==> src/rtl/stripe_pkg.sv <==
// Shared types and constants for the stripe scheduler.
// Holds the FSM state enum, word width, default pad word and credit width helper.
package stripe_pkg;

    localparam int WORD_W = 32;

    localparam logic [WORD_W-1:0] PAD_WORD_DEF = 32'hBCBC_BCBC;

    typedef enum logic [1:0] {
        IDLE  = 2'd0,
        RUN   = 2'd1,
        DRAIN = 2'd2
    } state_t;

    function automatic int credit_w(input int max_credits);
        return $clog2(max_credits + 1);
    endfunction

endpackage

==> src/rtl/lane_credit_cnt.sv <==
// Per-lane saturating credit counter, reset to MAX_CREDITS.
// Ports: clk_2f, reset (async, active-low), consume, ret -> has_credit, overflow.
module lane_credit_cnt
    import stripe_pkg::*;
#(
    parameter int MAX_CREDITS = 4
) (
    input  logic clk_2f,
    input  logic reset,
    input  logic consume,
    input  logic ret,
    output logic has_credit,
    output logic overflow
);

    localparam int CW = credit_w(MAX_CREDITS);
    localparam logic [CW-1:0] MAXV = CW'(MAX_CREDITS);

    logic [CW-1:0] r_cnt;

    // Return and consume together cancel; a lone return at full count is an error.
    always_comb begin
        has_credit = (r_cnt != '0);
        overflow   = ret && !consume && (r_cnt == MAXV);
    end

    always_ff @(posedge clk_2f or negedge reset) begin
        if (!reset) begin
            r_cnt <= MAXV;
        end else if (ret && !consume && (r_cnt != MAXV)) begin
            r_cnt <= r_cnt + 1'b1;
        end else if (consume && !ret && (r_cnt != '0)) begin
            r_cnt <= r_cnt - 1'b1;
        end
    end

endmodule

==> src/rtl/stripe_sched.sv <==
// Round-robin stripe scheduler with per-lane credit flow control and drain padding.
// Ports: clk_2f, reset (async, active-low), enable, data_in/valid_in/ready_out,
//        credit_return, lane_data/lane_valid, busy, credit_err.
//        Optional (STRIPE_STATS_EN): lane_words, stall_cycles.
module stripe_sched
    import stripe_pkg::*;
#(
    parameter int                NUM_LANES   = 2,
    parameter int                MAX_CREDITS = 4,
    parameter logic [WORD_W-1:0] PAD_WORD    = PAD_WORD_DEF
) (
    input  logic                    clk_2f,
    input  logic                    reset,
    input  logic                    enable,
    input  logic [WORD_W-1:0]       data_in,
    input  logic                    valid_in,
    output logic                    ready_out,
    input  logic [NUM_LANES-1:0]    credit_return,
    output logic [WORD_W-1:0]       lane_data,
    output logic [NUM_LANES-1:0]    lane_valid,
    output logic                    busy,
`ifdef STRIPE_STATS_EN
    output logic [NUM_LANES*16-1:0] lane_words,
    output logic [15:0]             stall_cycles,
`endif
    output logic                    credit_err
);

    localparam int PW = (NUM_LANES > 1) ? $clog2(NUM_LANES) : 1;
    localparam logic [PW-1:0] LAST = PW'(NUM_LANES - 1);

    state_t               r_state;
    state_t               w_next;
    logic [PW-1:0]        r_ptr;
    logic [WORD_W-1:0]    r_lane_data;
    logic [NUM_LANES-1:0] r_lane_valid;
    logic                 r_err;

    logic [NUM_LANES-1:0] w_has;
    logic [NUM_LANES-1:0] w_ovf;
    logic [NUM_LANES-1:0] w_consume;
    logic                 w_cur_credit;
    logic                 w_ready;
    logic                 w_accept;
    logic                 w_pad;
    logic                 w_issue;

    for (genvar g = 0; g < NUM_LANES; g++) begin : g_lane
        lane_credit_cnt #(
            .MAX_CREDITS(MAX_CREDITS)
        ) u_cnt (
            .clk_2f     (clk_2f),
            .reset      (reset),
            .consume    (w_consume[g]),
            .ret        (credit_return[g]),
            .has_credit (w_has[g]),
            .overflow   (w_ovf[g])
        );
    end

    // State register
    always_ff @(posedge clk_2f or negedge reset) begin
        if (!reset) begin
            r_state <= IDLE;
        end else begin
            r_state <= w_next;
        end
    end

    // Next-state logic
    always_comb begin
        w_next = r_state;
        unique case (r_state)
            IDLE: begin
                if (enable) w_next = RUN;
            end
            RUN: begin
                if (!enable) w_next = (r_ptr != '0) ? DRAIN : IDLE;
            end
            DRAIN: begin
                if (w_pad && (r_ptr == LAST)) w_next = IDLE;
            end
            default: w_next = IDLE;
        endcase
    end

    // Output / issue logic; strict order means only lane ptr is ever considered.
    always_comb begin
        w_cur_credit = w_has[r_ptr];
        w_ready      = (r_state == RUN) && enable && w_cur_credit;
        w_pad        = (r_state == DRAIN) && w_cur_credit;
        w_accept     = valid_in && w_ready;
        w_issue      = w_accept || w_pad;
        w_consume    = w_issue ? (NUM_LANES'(1) << r_ptr) : '0;
    end

    always_ff @(posedge clk_2f or negedge reset) begin
        if (!reset) begin
            r_ptr        <= '0;
            r_lane_data  <= '0;
            r_lane_valid <= '0;
            r_err        <= 1'b0;
        end else begin
            r_lane_valid <= w_consume;
            r_err        <= r_err | (|w_ovf);
            if (w_issue) begin
                r_lane_data <= w_accept ? data_in : PAD_WORD;
                r_ptr       <= (r_ptr == LAST) ? '0 : r_ptr + 1'b1;
            end
        end
    end

    assign ready_out  = w_ready;
    assign busy       = (r_state != IDLE);
    assign lane_data  = r_lane_data;
    assign lane_valid = r_lane_valid;
    assign credit_err = r_err;

`ifdef STRIPE_STATS_EN
    logic [NUM_LANES*16-1:0] r_lane_words;
    logic [15:0]             r_stall;

    always_ff @(posedge clk_2f or negedge reset) begin
        if (!reset) begin
            r_lane_words <= '0;
            r_stall      <= '0;
        end else begin
            for (int i = 0; i < NUM_LANES; i++) begin
                if (w_consume[i]) begin
                    r_lane_words[i*16 +: 16] <= r_lane_words[i*16 +: 16] + 16'd1;
                end
            end
            if (valid_in && (r_state == RUN) && !w_ready && (r_stall != 16'hFFFF)) begin
                r_stall <= r_stall + 16'd1;
            end
        end
    end

    assign lane_words   = r_lane_words;
    assign stall_cycles = r_stall;
`endif

endmodule

==> config.mk <==
export PLATFORM = sky130hd
export DESIGN_NAME = stripe_sched
export DESIGN_NICKNAME = d
export VERILOG_FILES = /design/src/rtl/stripe_pkg.sv /design/src/rtl/lane_credit_cnt.sv /design/src/rtl/stripe_sched.sv
export SDC_FILE = /design/constraint.sdc
export NUM_CORES = 1
export LEC_CHECK = 0
export CAP_MARGIN = 25
export CORE_MARGIN = 8
export CORE_UTILIZATION = 44
export DETAILED_ROUTE_END_ITERATION = 10
export PLACE_DENSITY = 0.81
export RECOVER_POWER = 25
export SLEW_MARGIN = 20
export SYNTH_ARGS = -nofsm -noshare
export SYNTH_HDL_FRONTEND = slang
export SYNTH_SLANG_ARGS = --single-unit
==> constraint.sdc <==
create_clock -name clk_2f -period 2.9 [get_ports clk_2f]
set_input_delay 0.58 -clock clk_2f [delete_from_list [all_inputs] [get_ports clk_2f]]
set_output_delay 0.58 -clock clk_2f [all_outputs]
set_load 0.05 [all_outputs]
==> summary.txt <==
Clock tree
  • Reg clk slew, reported paths: 0.08 ns
  • Root Buffer: clkbuf_8
  • Hold buffers post-CTS: 0
  • Clock latency at the later pin of the worst-skew pair: 0.29 ns
  • Clock Tree Buf Depth: 2
  • Post-CTS setup buffers: 0
  • Number of clock sinks: 44
  • Clock tree from TritonCTS: built
  • CTS Buf Count: 5
  • Htree depth: 2
  • Post-CTS Resized: 0

Power
  • Worst ir drop on vdd: 0.000582 V
  • Total power draw: 3.89 mW
  • Pwr per Cell Area: 1330 nW/µm²
  • Static Leak: 1.19 nW

Die
  • Starting Density: 46.0%
  • Std cell rows: 24
  • Die outline width: 83.9 µm
  • Core Box Area: 4410 µm²
  • Io pins: 75
  • Die footprint: 7050 µm²
  • Die height: 83.9 µm

Synth
  • Ys Warns: 0
  • Avg Cell Area, Syn: 12.0 µm²
  • #FFs+latches synth: 44
  • Sequential share of the synthesized area: 54.3%
  • EDFF count, synth: 0
  • Syn Inst Count: 169
  • Unique cell type count in the Yosys netlist: 47
  • Ys flop type: dfrtp_1
  • Mapped Nets: 209
  • Synthesized area: 2030 µm²
  • Async SR Flop Fraction: 100%

Global routing
  • Met3 usage: 5.08%
  • Met2 Use GR: 21.4%
  • Vias in the first global route: 1627
  • Overall routing resource usage: 14.2%
  • Most Crowded Layer GR: met2
  • First-pass GRT wire length: 8270 µm
  • Grt ovf: 0
  • Met1 Resource Use GR: 18.5%
  • Largest net degree at the start of global routing: 45
  • Initial antenna violation count: 0

Worst setup path
  • FF-to-FF path depth: 8
  • Worst R2R End: g_lane[1].u_cnt.r_cnt[2]
  • R2r setup slk: 0.65 ns
  • CP Class: input pin to register
  • Critical Path Source Type: input pin
  • Crit Path Max Fanout: 6
  • CP Capture Type: register
  • Launching point of the worst reg2reg path: r_state[0]
  • Crit path required time: 3.11 ns
  • Critical Path AT: 2.67 ns

Timing
  • Final hold vios: 0
  • Post-route clock period utilization: 85.1%
  • RSZ-0062 raised after global routing: false
  • Clock skew: 0.00513 ns
  • Final setup viols: 0
  • Least-Margin Pin Slew: 1.57 ns
  • Maximum clock rate: 405 MHz
  • TNS Setup: 0 ns
  • Slew Limit Fails: 35
  • Max-slew headroom: -4.55%
  • Tmin final: 2.47 ns

Cells and area
  • Final #Nets: 284
  • Most common cell after layout, fill and taps aside: clkdlybuf4s50_1
  • Most frequent cells in the layout: 72 x clkdlybuf4s50_1, 42 x dfrtp_1, 20 x o22a_1, 12 x a22o_1, 10 x nor2_1
  • Antenna diodes: 0
  • Area Overhead vs Synth: 44.5%
  • Layout cell share with drive strength beyond 1: 9.39%

Status
  • Status: finished, violations left
  • Failing checks: capacitance limit, slew limit

Drt
  • Post-route ant nets: 0
  • DRC Markers: 0
  • 1st-pass router iterations: 4
  • Iter 0 DRT Violations: 49
  • Drt wl/cell: 16.9 µm
  • Via count: 1635
  • Final WL: 5010 µm
  • Vias/cell: 5.51

Place
  • DP HPWL: 3670 µm
  • GP Congestion: 0.846
  • Port Buffers: 74

Run
  • Max Cap Viol: 1

Hold path
  • Worst hold path type: input pin to async pin
[how the worst max path moves through the flow]
stage,cells after the start,startpoint,to,slack (ns)
after floorplan,8,valid_in,g_lane[0].u_cnt.r_cnt[1],0.77
after global placement,9,enable,g_lane[1].u_cnt.r_cnt[2],0.20
after detailed placement,9,enable,g_lane[1].u_cnt.r_cnt[2],0.13
after CTS,9,enable,g_lane[1].u_cnt.r_cnt[2],0.45
after global routing,2,reset,lane_data[12],0.17
final,9,enable,g_lane[1].u_cnt.r_cnt[2],0.43
[registers in the layout, indices dropped and copies added, names as in the netlist]
signal	count
credit_err	1
lane_data	32
r_state	2
lane_valid	2
g_lane.u_cnt.r_cnt	6
r_ptr	1
[metrics by stage]
| stage | utilization, % | setup WS, ns | hold WS [ns] | area [µm²] | cells |
|---|---|---|---|---|---|
| global route | 66.5 | 0.173 | 0.281 | 2940 | 297 |
| detailed placement | 63.5 | 0.126 | 0.465 | 2810 | 288 |
| floorplan | - | 0.766 | 0.284 | 2030 | 169 |
| finish | 66.5 | 0.432 | 0.253 | 2940 | 297 |
| global placement | 63.5 | 0.204 | 0.465 | 2810 | 288 |
| CTS | 66.3 | 0.446 | 0.476 | 2930 | 296 |
[cell type report]
cell class	instances	area [µm²]
clock buffers	6	82.6
clock inverters	2	38.8
fillers	324	1480
inverters	7	26.3
multi-input cells	107	847
flip-flops and latches	44	1100
well taps	52	65.1
repair buffers	79	772
[cells in the mapped netlist (2+ instances only)]
cell type	number	area, µm²
inv_1	7	26.3
dfstp_2	2	52.6
fa_1	2	40.0
a31oi_1	2	12.5
nor2b_1	2	12.5
buf_2	10	50.1
a22o_1	12	105
xor2_1	2	17.5
a21oi_1	3	15.0
nor3_1	5	25.0
o21ai_0	6	30.0
and2_1	3	18.8
xnor2_1	2	17.5
dfrtp_1	42	1050
nand2_1	4	15.0
a311o_1	2	20.0
o221ai_1	2	17.5
mux2i_1	3	30.0
nor2_1	10	37.5
o22a_1	20	175
nor3_2	2	20.0
[report_power, final]
part / internal (mW) / switching, mW
Combinational: 0.879 / 1.37
Sequential: 0.913 / 0.251
Clock: 0.282 / 0.204
[per-layer routing]
metal	vias up	routed length [µm]
li1	790	-
met1	784	2400
met2	57	2250
met3	4	319
met4	0	38
met5	-	0
[critical path, stage by stage]
cell             delay (ns)
clkdlybuf4s50_1        0.51
nand4b_4               0.19
nand2_1                0.14
a21oi_1                0.16
o21ai_0                0.11
fa_1                   0.44
a2111oi_0              0.32
a211o_1                0.16
o211ai_1               0.08
[logic make-up after synthesis]
kind of cell	count (synthesis)	synth area share [%]
buf+inv	18	3.94
flops	44	54.3
mux	4	2.03
compound gates	63	25.7
xor+xnor	4	1.73
fa+ha+maj	2	1.97
simple gates	34	10.3
Power figures use the tool's default switching activity.
